$ cat config.mk
export PLATFORM = sky130hd
export DESIGN_NAME = calc_op_sched
export DESIGN_NICKNAME = d
export VERILOG_FILES = /design/src/rtl/calc_pkg.sv /design/src/rtl/calc_op_sched_rr_arbiter.sv /design/src/rtl/calc_op_sched.sv
export SDC_FILE = /design/constraint.sdc
export NUM_CORES = 1
export LEC_CHECK = 0
export BUFFER_PORTS_ARGS = -buffer_cell sky130_fd_sc_hd__buf_2
export CORE_AREA = 2 2 89 91
export CTS_CLUSTER_DIAMETER = 30
export CTS_CLUSTER_SIZE = 40
export DETAILED_ROUTE_END_ITERATION = 8
export DIE_AREA = 0 0 91 93
export PLACE_DENSITY = 0.84
export SYNTH_ARGS = -nofsm -noshare
export SYNTH_HDL_FRONTEND = slang
export SYNTH_SLANG_ARGS = --single-unit
$ cat constraint.sdc
create_clock -name clk -period 3.5 [get_ports clk]
set_input_delay 1.05 -clock clk [delete_from_list [all_inputs] [get_ports clk]]
set_output_delay 1.05 -clock clk [all_outputs]
set_load 0.02 [all_outputs]
$ cat src/rtl/calc_pkg.sv
// Shared types for the calculator operation scheduler.
// Op codes and scheduler FSM states.
package calc_pkg;

  typedef enum logic [1:0] {
    OP_ADD = 2'b00,
    OP_SUB = 2'b01,
    OP_MUL = 2'b10,
    OP_RSV = 2'b11
  } op_t;

  typedef enum logic [1:0] {
    S_IDLE,
    S_ISSUE,
    S_WAIT,
    S_RESP
  } sched_state_t;

  function automatic logic is_add_op(op_t op);
    return (op == OP_ADD) || (op == OP_SUB);
  endfunction

endpackage

$ cat src/rtl/calc_op_sched_rr_arbiter.sv
// Combinational round-robin pick: first request at or above
// the pointer, wrapping to the low indices.
module rr_arbiter #(
  parameter int NREQ = 2,
  parameter int IW   = (NREQ > 1) ? $clog2(NREQ) : 1
) (
  input  logic [NREQ-1:0] i_req,
  input  logic [IW-1:0]   i_ptr,
  output logic [NREQ-1:0] o_gnt,
  output logic [IW-1:0]   o_idx,
  output logic            o_any
);

  always_comb begin
    o_gnt = '0;
    o_idx = '0;
    o_any = 1'b0;
    for (int i = 0; i < NREQ; i++) begin
      if (!o_any && i_req[i] && (IW'(i) >= i_ptr)) begin
        o_any    = 1'b1;
        o_gnt[i] = 1'b1;
        o_idx    = IW'(i);
      end
    end
    // wrap-around pass over indices below the pointer
    for (int i = 0; i < NREQ; i++) begin
      if (!o_any && i_req[i] && (IW'(i) < i_ptr)) begin
        o_any    = 1'b1;
        o_gnt[i] = 1'b1;
        o_idx    = IW'(i);
      end
    end
  end

endmodule

$ cat src/rtl/calc_op_sched.sv
// Round-robin scheduler sharing one add/sub unit and one multiply
// unit among NREQ requesters; one operation in flight at a time.
module calc_op_sched
  import calc_pkg::*;
#(
  parameter int NREQ        = 2,
  parameter int W           = 16,
  parameter int TIMEOUT_CYC = 64
) (
  input  logic              clk,
  input  logic              nRST,
  input  logic [NREQ-1:0]   req,
  input  logic [2*NREQ-1:0] req_op,
  input  logic [W*NREQ-1:0] req_a,
  input  logic [W*NREQ-1:0] req_b,
  output logic [NREQ-1:0]   gnt,
  output logic [NREQ-1:0]   done,
  output logic [W-1:0]      result,
  output logic              err,
  output logic [W-1:0]      add_in1,
  output logic [W-1:0]      add_in2,
  output logic              add_sub,
  output logic              add_start,
  input  logic [W-1:0]      add_out,
  input  logic              add_finish,
  output logic [W-1:0]      mul_in1,
  output logic [W-1:0]      mul_in2,
  output logic              mul_start,
  input  logic [W-1:0]      mul_out,
  input  logic              mul_finish
);

  localparam int IW = (NREQ > 1) ? $clog2(NREQ) : 1;
  localparam int CW = $clog2(TIMEOUT_CYC) + 1;

  sched_state_t    r_state;
  logic [IW-1:0]   r_ptr;
  logic [IW-1:0]   r_idx;
  logic [NREQ-1:0] r_gnt;
  op_t             r_op;
  logic [W-1:0]    r_a;
  logic [W-1:0]    r_b;
  logic            r_add_sub;
  logic [W-1:0]    r_result;
  logic            r_err;
  logic [CW-1:0]   r_cnt;

  logic [NREQ-1:0] w_gnt;
  logic [IW-1:0]   w_idx;
  logic            w_any;
  logic [1:0]      w_sel_op;
  logic [W-1:0]    w_sel_a;
  logic [W-1:0]    w_sel_b;
  logic            w_fin;
  logic [W-1:0]    w_out;
  logic            w_tmo;
  logic [IW-1:0]   w_ptr_nxt;

  rr_arbiter #(
    .NREQ (NREQ),
    .IW   (IW)
  ) u_arb (
    .i_req (req),
    .i_ptr (r_ptr),
    .o_gnt (w_gnt),
    .o_idx (w_idx),
    .o_any (w_any)
  );

  always_comb begin
    w_sel_op = '0;
    w_sel_a  = '0;
    w_sel_b  = '0;
    for (int i = 0; i < NREQ; i++) begin
      if (IW'(i) == w_idx) begin
        w_sel_op = req_op[2*i +: 2];
        w_sel_a  = req_a[W*i +: W];
        w_sel_b  = req_b[W*i +: W];
      end
    end
  end

  // only the unit that was started is listened to
  always_comb begin
    w_fin = add_finish;
    w_out = add_out;
    if (r_op == OP_MUL) begin
      w_fin = mul_finish;
      w_out = mul_out;
    end
  end

  assign w_tmo = (r_cnt == CW'(TIMEOUT_CYC - 1));

  assign w_ptr_nxt = (r_idx == IW'(NREQ - 1)) ?
                     '0 : r_idx + 1'b1;

  always_ff @(posedge clk or negedge nRST) begin
    if (!nRST) begin
      r_state   <= S_IDLE;
      r_ptr     <= '0;
      r_idx     <= '0;
      r_gnt     <= '0;
      r_op      <= OP_ADD;
      r_a       <= '0;
      r_b       <= '0;
      r_add_sub <= 1'b0;
      r_result  <= '0;
      r_err     <= 1'b0;
      r_cnt     <= '0;
    end else begin
      unique case (r_state)
        S_IDLE: begin
          if (w_any) begin
            r_gnt     <= w_gnt;
            r_idx     <= w_idx;
            r_op      <= op_t'(w_sel_op);
            r_a       <= w_sel_a;
            r_b       <= w_sel_b;
            r_add_sub <= (op_t'(w_sel_op) == OP_SUB);
            r_state   <= S_ISSUE;
          end
        end
        S_ISSUE: begin
          r_cnt <= '0;
          if (r_op == OP_RSV) begin
            r_result <= '0;
            r_err    <= 1'b1;
            r_state  <= S_RESP;
          end else begin
            r_state  <= S_WAIT;
          end
        end
        S_WAIT: begin
          if (w_fin) begin
            r_result <= w_out;
            r_err    <= 1'b0;
            r_state  <= S_RESP;
          end else if (w_tmo) begin
            r_result <= '0;
            r_err    <= 1'b1;
            r_state  <= S_RESP;
          end else begin
            r_cnt    <= r_cnt + 1'b1;
          end
        end
        S_RESP: begin
          r_ptr   <= w_ptr_nxt;
          r_gnt   <= '0;
          r_state <= S_IDLE;
        end
        default: r_state <= S_IDLE;
      endcase
    end
  end

  assign gnt     = r_gnt;
  assign done    = (r_state == S_RESP) ? r_gnt : '0;
  assign result  = r_result;
  assign err     = r_err;
  assign add_in1 = r_a;
  assign add_in2 = r_b;
  assign add_sub = r_add_sub;
  assign mul_in1 = r_a;
  assign mul_in2 = r_b;

  assign add_start = (r_state == S_ISSUE) && is_add_op(r_op);
  assign mul_start = (r_state == S_ISSUE) && (r_op == OP_MUL);

endmodule

* Yosys cells after proc, flatten, opt, wreduce, memory -nomap -nowiden
Cells that the tools add are included.
** Word-level totals
- Input port bits :: 106
- Logic and storage cells :: 86
- Register bits :: 65
- Output and inout port bits :: 88
** Cells by class
- Order comparisons :: 4
- Muxes and demuxes :: 34
- Add/sub/neg operators :: 2
- Reductions and logical operators :: 22
- Equal/unequal tests :: 13
** Operators by type and width (count)
- 16-bit 2-to-1 mux :: 6
- 16-bit one-hot mux with 2 select lines :: 1
- 1-bit 2-to-1 mux :: 15
- 7-bit 2-to-1 mux :: 2
- 7-bit one-hot mux with 2 select lines :: 1
- 2-bit 2-to-1 mux :: 6
- 1-bit logical AND :: 9
- 2-bit equality test, second input constant :: 4
- 2-bit one-hot mux with 4 select lines :: 1
- 7-bit by 1-bit adder with 7-bit output, second input constant :: 1
- 7-bit by 6-bit equality test with 1-bit output, second input constant :: 1
- 2-bit by 1-bit equality test with 1-bit output, second input constant :: 3
- 2-bit != test, second input constant :: 3
- 2-bit AND reduction :: 3
- 3-bit AND reduction :: 2
- 2-bit zero test :: 2
- 2-bit one-hot mux with 2 select lines :: 1
- 2-bit nonzero test :: 2
- 1-bit zero test :: 3
- 3-bit != test, second input constant :: 1
- 1-bit greater-or-equal comparator, first input constant :: 2
- 1-bit less-than comparator, first input constant :: 2
- 2-bit by 1-bit != test with 1-bit output, second input constant :: 1
- 1-bit one-hot mux with 2 select lines :: 1
- 2 further kinds :: 2

* Depth between registers and ports, before layout
- Depth after elaboration :: 17
- Gate-level depth with buffers :: 7

* Modules after synthesis
Synthesis repeated with hierarchy kept, for this count alone.
** Unflattened totals
- Cell total of the unflattened synthesis :: 355
- Area, all modules :: 3540.9 um2
** Modules (own cells, without submodules)
- calc_op_sched :: area an instance 3508.4 um2, cells each 350, times used 1
- rr_arbiter :: area an instance 32.5 um2, cells each 5, times used 1

* Worst setup path after synthesis
No wires, ideal clock.
- Path kind :: register to output
- Start point :: reg r_op[1]
- End point :: out mul_start
- Arrival time :: 1451 ps
- Slack :: 999 ps
- Stages on the path, launching flop included :: 5
- Required time :: 2450 ps
- Cells stage by stage :: dfrtp_1 -> nor2b_1 -> buf_6 -> buf_1 -> and2_1
** Between the ends
- Longest elaborated chain between the ends :: 2
** Ends and longest elaborated chain
- start: declaration :: line calc_op_sched.sv:40 : op_t r_op;
- start signal: assignment :: line calc_op_sched.sv:117 : r_op <= op_t'(w_sel_op);
- 2-bit equality test :: line calc_op_sched.sv:168 : assign mul_start = (r_state == S_ISSUE) && (r_op == OP_MUL);
- 1-bit logical AND :: line calc_op_sched.sv:168
- end: declaration :: line calc_op_sched.sv:28 : output logic mul_start,
Every way passes these cells.

* Worst setup path after layout
Same ends and word-level chain as after synthesis.

==> out/results.md <==
| Parameter | Value |
| --- | --- |
| Pleak | 2.449 nW |
| Dominant combinational cell family by area after synthesis | multiplexers |
| Critical register-to-register path endpoint | err$_DFFE_PN0P_ |
| Final min period | 2.702 ns |
| Area share of the leading cell type in the synthesized netlist | 0.4633 |
| Core area | 0.007527 sq mm |
| # Post-CTS Setup Buffers | 0 |
| Clk root buf | sky130_fd_sc_hd__clkbuf_8 |
| Worst VDD drop | 0.5199 mV |
| Layout Skew | 0.01010 ns |
| Data arrival at the endpoint of the critical path | 1.65 ns |
| Count of pins on the block boundary | 194 |
| Number of max-capacitance violations reported | 0 |
| Placed Instance Area | 0.004335 sq mm |
| Post-synthesis instance area | 0.003511 sq mm |
| Worst-path clk slew | 0.07 ns |
| Source-to-sink clock delay at the later pin of the worst-skew pair | 0.34 ns |
| Global-route wire length before repair | 14.01 mm |
| Die height | 93 um |
| Critical path start-end classification | flop to output port |
| R2r startpoint | r_op[1]$_DFFE_PN0P_ |
| Vias after detailed routing | 3094 |
| Max transition margin | 0.1664 |
| Seq cells post-synth | 65 |
| Critical Path Sink Type | output port |
| Required time reported for the critical path endpoint | 2.45 ns |
| Cell area after layout | 0.004542 sq mm |
| DRC Markers | 0 |
| EDFF count, synth | 0 |
| Area occupied by registers | 0.001627 sq mm |
| Largest stage delay on the critical path | 0.49 ns |
| Worst-margin pin slew | 1.245 ns |
| Mapped Cells | 341 |
| Initial core utilization | 0.4664 |
| Worst min-delay path class | flop to flop |
| Endpoints failing setup | 0 |
| Fraction of registers with async set or reset after synthesis | 1.000 |
| Maximum number of pins on one net before global-route repair | 72 |
| Final HPWL DP | 6.668 mm |
| Number of pins with negative max-slew slack in the final report | 0 |
| Gr ovfl total | 0 |
| End of the worst hold path | r_ptr$_DFFE_PN0P_ |
| RSZ-0062 raised after global routing | false |
| Worst hold start | r_idx$_DFFE_PN0P_ |
| Setup slack of the most critical reg-to-reg path | 1.14 ns |
| Final hold vios | 0 |
| Highest Clock Rate | 0.3702 GHz |
| Arithmetic-cell share of the synthesized area counting full adders, half adders and majority gates | 0.02138 |
| TritonCTS buffer count | 9 |
| Area fraction in compound gates after synthesis | 0.1561 |
| Final Wtd Congestion | 0.8265 |
| Number of gates given a new drive strength after cts | 0 |
| Cell type contributing the most total cell area after synthesis | sky130_fd_sc_hd__dfrtp_1 |
| Layout Nets | 613 |
| Total negative setup slack | 0 ns |
| Worst R2R Path Depth | 4 |
| Crit start category | flop |
| Total of fill cells in the finished design | 671 |
| Synthesis Warnings | 0 |
| Wire length per cell after detailed routing | 14.32 um |
| Area enclosed by the die boundary | 0.008463 sq mm |
| Fraction of the mapped netlist area in simple logic gates | 0.1005 |
| Finished Core Util | 0.6034 |
| Number of placement rows | 32 |
| X dimension of the die | 91 um |
| Cell types with the largest area share after synthesis | sky130_fd_sc_hd__dfrtp_1 (46%), sky130_fd_sc_hd__mux2i_1 (15%), sky130_fd_sc_hd__buf_4 (6.8%), sky130_fd_sc_hd__o21ai_0 (5.3%), sky130_fd_sc_hd__nand2_1 (4.8%) |
| Syn avg cell area | 10.30 sq um |
| Number of DRC markers after the initial detailed-route iteration | 129 |
| Fin crit share | 0.7719 |
| Overall routing resource usage | 0.2078 |
| Power Dens Cells | 906.5 mW/mm^2 |
| Slowest stage cell on the critical path | sky130_fd_sc_hd__dfrtp_1 |
| Post-Synth XOR/XNOR Area | 0 |
| Area of the multi-input gates | 0.001548 sq mm |
| Wire length after detailed routing | 8.719 mm |
| Net count after synthesis | 453 |
| Proportion of synthesized area in mux cells | 0.1582 |
| TritonCTS clock tree | built |
| Per-cell via count in the routed design | 5.080 |
| DRT antenna net count | 0 |
| Critical path fanouts, max | 8 |
| Result of the run | completed |
| Area growth, synth to finish | 29.37% |
| Buffers added on ports | 193 |
| Share of post-route cells with drive strength above 1 | 0.4328 |
| Worst hold path stage count | 1 |
| Initial antenna violation count | 1 |
| Detailed-routing iteration count for the pre-antenna-repair pass | 5 |
| H-tree lvl count | 3 |
| Number of distinct library cells after synthesis | 41 |
| CP cell instances | nor2b_2 -> and2_1 -> buf_2 |
| Sequential fraction of the synthesis area | 0.4633 |
| Max Root-Sink Buffers | 2 |
| Sinks on the clock net | 65 |
| Most frequently used flop master after synthesis | sky130_fd_sc_hd__dfrtp_1 |
| Number of hold buffers added after cts | 0 |
| Number of global-route vias before repair | 3016 |
## critical path, delay by kind of cell, from the launching register on
| family | cells | cell delay (ns) |
|---|---|---|
| buf+inv | 1 | 0.15 |
| flops | 1 | 0.49 |
| simple gates | 2 | 0.67 |
## synthesized netlist by cell type (all sizes together), types with 2 or more instances
cell type	number
o31ai	3
and2	5
a21oi	5
nand3	2
buf	38
dfrtp	65
mux2i	54
inv	8
nand2	45
nand4	2
nor3	2
o211ai	3
a21boi	2
clkbuf	11
a31oi	3
nor2b	6
o2bb2ai	17
a32o	2
or4	2
nor2	7
a22o	2
ha	6
o21ai	38
## worst max path at each step
stage,from,endpoint,slack (ns),cells after the start
2_1_floorplan,r_op[1]$_DFFE_PN0P_,mul_start,1.0,4
3_3_place_gp,add_finish,err$_DFFE_PN0P_,0.99,4
3_5_place_dp,add_finish,result[3]$_DFFE_PN0P_,0.88,4
4_1_cts,r_op[1]$_DFFE_PN0P_,mul_start,0.80,3
5_1_grt,r_op[1]$_DFFE_PN0P_,mul_start,0.74,3
6_report,r_op[1]$_DFFE_PN0P_,mul_start,0.80,3
## registers in the layout, indices dropped and copies added, names as in the netlist
| register | cells |
|---|---|
| err | 1 |
| r_cnt | 7 |
| result | 16 |
| r_ptr | 1 |
| add_in1 | 16 |
| add_in2 | 16 |
| r_state | 2 |
| r_op | 2 |
| add_sub | 1 |
| r_idx | 1 |
| gnt | 2 |
## per-stage QoR
| stage | power [mW] | hold WS (ns) | std cells | setup slack, ns |
|---|---|---|---|---|
| 2_1_floorplan | 2.987 | 0.4238 | 341 | 0.9986 |
| 3_3_place_gp | 3.419 | 0.4388 | 592 | 0.9945 |
| 3_5_place_dp | 3.498 | 0.4490 | 592 | 0.8753 |
| 4_1_cts | 4.153 | 0.4590 | 608 | 0.8012 |
| 5_1_grt | 4.410 | 0.4645 | 608 | 0.7385 |
| 6_report | 4.117 | 0.4554 | 609 | 0.7984 |
## logic make-up after synthesis
| group | count (synthesis) |
|---|---|
| compound gates | 81 |
| simple gates | 77 |
| flops | 65 |
| buf+inv | 57 |
| mux | 55 |
| fa+ha+maj | 6 |
## power breakdown
group | total, mW | leakage, nW | switching, mW | internal, mW
clock network | 0.646 | 0.107 | 0.296 | 0.351
logic | 2.14 | 1.52 | 1.38 | 0.763
registers | 1.33 | 0.820 | 0.251 | 1.08
## placed cells by master (no fill, tap or decap), types with 2 or more instances in the layout
cell                        count
sky130_fd_sc_hd__o21ai_0       37
sky130_fd_sc_hd__ha_1           6
sky130_fd_sc_hd__clkbuf_8      10
sky130_fd_sc_hd__clkinv_2       2
sky130_fd_sc_hd__buf_4          5
sky130_fd_sc_hd__and2_1         5
sky130_fd_sc_hd__a31oi_1        3
sky130_fd_sc_hd__dfrtp_1       65
sky130_fd_sc_hd__nor3_1         2
sky130_fd_sc_hd__a21boi_0       2
sky130_fd_sc_hd__nand4_1        2
sky130_fd_sc_hd__nand2_1       44
sky130_fd_sc_hd__a32o_1         2
sky130_fd_sc_hd__nand3_1        2
sky130_fd_sc_hd__mux2i_1       54
sky130_fd_sc_hd__or4_1          2
sky130_fd_sc_hd__a21oi_1        5
sky130_fd_sc_hd__o31ai_1        2
sky130_fd_sc_hd__o211ai_1       3
sky130_fd_sc_hd__nor2b_1        5
sky130_fd_sc_hd__a22o_1         2
sky130_fd_sc_hd__nor2_1         7
sky130_fd_sc_hd__clkinv_4       2
sky130_fd_sc_hd__o2bb2ai_1     17
sky130_fd_sc_hd__buf_2        193
sky130_fd_sc_hd__inv_1          8
## cell type report
cell class,instances,share of cell area
inverter,8,0.006612
clock buffer,10,0.03030
tap,102,0.02810
clock inverter,6,0.01460
timing repair buffer,198,0.2209
multi-input combinational,219,0.3408
sequential,65,0.3581
antenna,1,0.0005510
## routing by layer
metal  wire length, um  GRT usage
met1              3423     0.2332
met2              4470     0.3809
met3               664    0.05157
met4               160    0.07828
met5                 0          0
Note: power is estimated with default switching activity, not from simulation.
